[src/rtl/memory_arbiter.sv]
// Single-ported RAM arbiter between instruction fetch and data access.
// Data wins unless fetch has been starved for STARVE_MAX data completions.
module memory_arbiter #(
    parameter int STARVE_MAX = 4,
    parameter int RETRY_MAX  = 3
) (
    input  logic        CLK,
    input  logic        RST,
    input  logic        iREN,
    input  logic [31:0] iaddr,
    output logic [31:0] iload,
    output logic        iwait,
    input  logic        dREN,
    input  logic        dWEN,
    input  logic [31:0] daddr,
    input  logic [31:0] dstore,
    output logic [31:0] dload,
    output logic        dwait,
    output logic        ramREN,
    output logic        ramWEN,
    output logic [31:0] ramaddr,
    output logic [31:0] ramstore,
    input  logic [31:0] ramload,
    input  logic [1:0]  ramstate,
    output logic        err
);

    localparam int SW = $clog2(STARVE_MAX + 1);
    localparam int RW = $clog2(RETRY_MAX + 1);
    localparam logic [SW-1:0] STARVE_LIM = SW'(STARVE_MAX);
    localparam logic [RW-1:0] RETRY_LIM  = RW'(RETRY_MAX);
    localparam logic [1:0] RAM_ACCESS = 2'd2;
    localparam logic [1:0] RAM_ERROR  = 2'd3;

    typedef enum logic [1:0] {IDLE = 2'd0, IGNT = 2'd1, DGNT = 2'd2} state_t;

    state_t         state, next_state, arb_state;
    logic [SW-1:0]  starve_cnt;
    logic [RW-1:0]  retry_cnt;
    logic           dreq, access, i_done, d_done, grant_done, abort;

    assign dreq   = dREN | dWEN;
    assign access = (ramstate == RAM_ACCESS);

    // A grant finishes on the ACCESS cycle; a reset in that cycle suppresses it.
    assign i_done     = (state == IGNT) && access && !RST;
    assign d_done     = (state == DGNT) && access && !RST;
    assign grant_done = i_done | d_done;
    assign abort      = !access && (((state == IGNT) && !iREN) || ((state == DGNT) && !dreq));

    always_comb begin
        arb_state = IDLE;
        if (dreq && (starve_cnt < STARVE_LIM))
            arb_state = DGNT;
        else if (iREN)
            arb_state = IGNT;
    end

    always_ff @(posedge CLK) begin
        if (RST) state <= IDLE;
        else     state <= next_state;
    end

    always_comb begin
        next_state = state;
        case (state)
            IDLE:       next_state = arb_state;
            IGNT, DGNT: begin
                if (grant_done)  next_state = arb_state;
                else if (abort)  next_state = IDLE;
            end
            default:    next_state = IDLE;
        endcase
    end

    always_comb begin
        ramREN   = 1'b0;
        ramWEN   = 1'b0;
        ramaddr  = '0;
        ramstore = '0;
        case (state)
            IGNT: begin
                ramREN  = 1'b1;
                ramaddr = iaddr;
            end
            DGNT: begin
                ramREN   = dREN & ~dWEN;
                ramWEN   = dWEN;
                ramaddr  = daddr;
                ramstore = dstore;
            end
            default: ;
        endcase
        iwait = iREN & ~i_done;
        dwait = dreq & ~d_done;
        iload = i_done ? ramload : '0;
        dload = d_done ? ramload : '0;
    end

    // Any cycle without a pending fetch means fetch is not being starved.
    always_ff @(posedge CLK) begin
        if (RST || !iREN || i_done)
            starve_cnt <= '0;
        else if (d_done && (starve_cnt < STARVE_LIM))
            starve_cnt <= starve_cnt + 1'b1;
    end

    always_ff @(posedge CLK) begin
        if (RST) begin
            retry_cnt <= '0;
            err       <= 1'b0;
        end else if ((state == IDLE) || grant_done || abort) begin
            retry_cnt <= '0;
        end else if (ramstate == RAM_ERROR) begin
            if (retry_cnt < RETRY_LIM)
                retry_cnt <= retry_cnt + 1'b1;
            if (retry_cnt >= RETRY_LIM - 1'b1)
                err <= 1'b1;
        end
    end

endmodule

[config.mk]
export PLATFORM = sky130hd
export DESIGN_NAME = memory_arbiter
export DESIGN_NICKNAME = d
export VERILOG_FILES = /design/src/rtl/memory_arbiter.sv
export SDC_FILE = /design/constraint.sdc
export NUM_CORES = 1
export LEC_CHECK = 0
export ABC_AREA = 0
export BUFFER_PORTS_ARGS = -buffer_cell sky130_fd_sc_hd__buf_2
export CORE_AREA = 2 2 104 106
export DETAILED_ROUTE_END_ITERATION = 8
export DIE_AREA = 0 0 106 108
export HOLD_SLACK_MARGIN = 0.08
export SLEW_MARGIN = 15
export SYNTH_ARGS = -nofsm -noshare
export SYNTH_HDL_FRONTEND = slang
export SYNTH_SLANG_ARGS = --single-unit
[constraint.sdc]
create_clock -name CLK -period 1.9 [get_ports CLK]
set_input_delay 0.095 -clock CLK [delete_from_list [all_inputs] [get_ports CLK]]
set_output_delay 0.095 -clock CLK [all_outputs]
set_load 0.005 [all_outputs]
==> impl_metrics.toml <==
[timing]
fin_worst_skew_ns = 0.000331
min_period_ns = 1.84
hold-worst-slack_ns = 0.227
fmax_mhz = 544
slew_headroom_pct = 71.2
hold_viol = 0
fin_crit_sh_pct = 96.7
setup_violations = 0
worst_slew_pin_slew_ns = 0.432
rsz0062_at_grt = "true"
drv_slew = 0

[cells_and_area]
antenna_cells = 0
syn_to_final_growth_pct = 96.6
nets = 657
finish.instance_area_mm2 = 0.00336
drive_gt1_share_pct = 57.4

[clocking]
cts-root-buf = "clkbuf_8"
h-tree-depth = 1
cts_max_path_buffers = 2
cts_hold_buf = 0
clk_latency_ns = 0.22
clock-sinks = 8
cts_tree = "yes"
clkTransAtPathRegs_ns = 0.04
cts_buffers = 3

[yosys]
netlist_area_mm2 = 0.00171
synth_seq_cells = 8
synth-edff-count = 0
synth.avg_cell_area_um2 = 6.88
synthArstFlopShare_pct = 0
synth_fp_nets = 391
ys_seq_area_share_pct = 9.38
synthCells = 248
ys.flop_type = "dfxtp_1"
ys_warn_count = 0
synth.distinct_cells = 35

[run_status]
status = "complete, no violations"

[place]
place.gp.congestion = 0.802
dpl-instance-area_mm2 = 0.00319
port_buffers = 267
dpl.hpwl_um = 6620

[global_route]
grt_pass1_wl_um = 11500
antenna_found_initial = 0
gr-total-overflow = 0
gr-usage-all-layers_pct = 12.3
grt_pass1_vias = 2416
grt_max_degree = 35

[setup_path]
critical_path_required_ns = 1.80
cp_max_fo = 9
worst_setup_path_start_kind = "flop"
worstPathArrival_ns = 1.74
crit_slowest_cell = "nor4bb_4"
critPathKind = "flop to primary output"
endpoint_kind = "primary output"
cp_cell_sequence = "inv_4 -> ha_4 -> nor4bb_4 -> buf_4 -> buf_8 -> and2_1 -> buf_2"
slowest_delay_ns = 0.38

[floorplan]
fp.dieArea_mm2 = 0.0114
chipHeight_um = 108
num_rows = 37
die_x_um = 106
ios = 268
core_mm2 = 0.0102
start_util_pct = 16.7

[power]
irDropWorstVdd_v = 0.000225
power.density_mw_per_mm2 = 405
p_leak_nw = 1.96

[worst_hold_path]
hp-class = "input pin to flop"

[flow_run]
cap_viol_max_count = 0

[detailed_routing]
drc = 0
dr.pass1.iters = 4
drtIter0Drc = 224
wl_per_cell_um = 12.7
vias = 2700
via_per_inst = 4.17
drt.antenna.violating_nets = 0
wirelength_um = 8220
[registers in the layout (all words and copies together), names as in the netlist]
| signal | flops |
|---|---|
| err | 1 |
| retry_cnt | 2 |
| starve_cnt | 3 |
| state | 2 |
[Yosys cell counts (2+ instances only)]
cell      instances  share of area, %
o21bai_1          2              0.88
ha_1              8               5.9
clkbuf_1         16               3.5
inv_1             6               1.3
xnor2_1           2               1.0
a22oi_1          32                14
buf_1             3              0.66
nor2_1           12               2.6
nand2_1           2              0.44
and2_1           97                36
nor2b_1          36                13
o41ai_1           2               1.0
dfxtp_1           8               9.4
[cell type report]
| cell class | instances | area, um^2 |
|---|---|---|
| Timing Repair Buffer | 283 | 1500 |
| Multi-Input combinational cell | 212 | 1460 |
| Sequential cell | 8 | 163 |
| Clock buffer | 3 | 41.3 |
| Fill cell | 1089 | 6880 |
| Inverter | 6 | 25.0 |
| Tap cell | 136 | 170 |
[through the flow]
stage / power, mW / std cells / setup TNS (ns) / utilization [%] / setup WS (ns)
finish: 1.36 / 648 / 0 / 32.8 / 0.0630
global route: 1.48 / 648 / -0.323 / 32.8 / -0.0332
CTS: 1.33 / 639 / 0 / 31.6 / 0.0158
detailed placement: 1.12 / 636 / 0 / 31.2 / 0.148
global placement: 1.10 / 636 / 0 / 31.2 / 0.227
floorplan: 0.700 / 248 / 0 / - / 0.188
[cells in the final DEF, fill, tap and decap left out, types with 2 or more instances in the layout]
cell / n
nor2_1: 12
nand2_1: 2
inv_1: 5
dfxtp_2: 2
clkbuf_8: 3
o21bai_1: 2
buf_4: 10
nor2b_1: 36
dfxtp_1: 6
xnor2_1: 2
o41ai_1: 2
buf_2: 267
buf_8: 2
buf_6: 3
ha_1: 6
a22oi_1: 32
and2_1: 97
[kinds of logic after synthesis]
| logic type | count (synthesis) | synth area share (%) |
|---|---|---|
| buffers and inverters | 28 | 6.74 |
| flip-flops | 8 | 9.38 |
| multiplexers | 1 | 0.587 |
| AND/OR/NAND/NOR | 156 | 56.6 |
| adder cells (fa/ha/maj) | 8 | 5.87 |
| XOR/XNOR | 2 | 1.03 |
| AO/OA/AOI/OAI | 45 | 19.8 |
[power by group]
group | internal (mW) | switching, mW
Combinational | 0.519 | 0.451
Sequential | 0.180 | 0.0126
Clock | 0.137 | 0.0615
Total | 0.836 | 0.525
[worst paths after layout]
kind | from | end | slack (ns) | depth (start not counted)
max reg2reg | state[0] | err | 0.18 | 7
max | state[0] | dload[22] | 0.06 | 7
min | RST | err | 0.23 | 2
min reg2reg | err | err | 0.46 | 2
[repair_timing]
action                     CTS  global route
resized for setup            2            20
setup buffers                0             7
setup endpoints to repair   33            44
cloned                       0             2
[critical path, delay by kind of cell, from the launching register on]
family / cells / cell delay, ns
and+or+nand+nor: 2 / 0.51
buffers and inverters: 4 / 0.52
adders and majority gates: 1 / 0.15
DFF: 1 / 0.33
[per-layer routing]
layer  track usage, %  wire, um  vias to the layer above  share of wire (%)
li1                 -         -                     1351                  -
met1             13.8      3210                     1195                 39
met2             23.2      4110                      146                 50
met3             3.62       791                        8                9.6
met4             2.44       103                        0                1.3
met5                0         0                        -                  0
No activity file was read; power rests on OpenSTA's default activity.
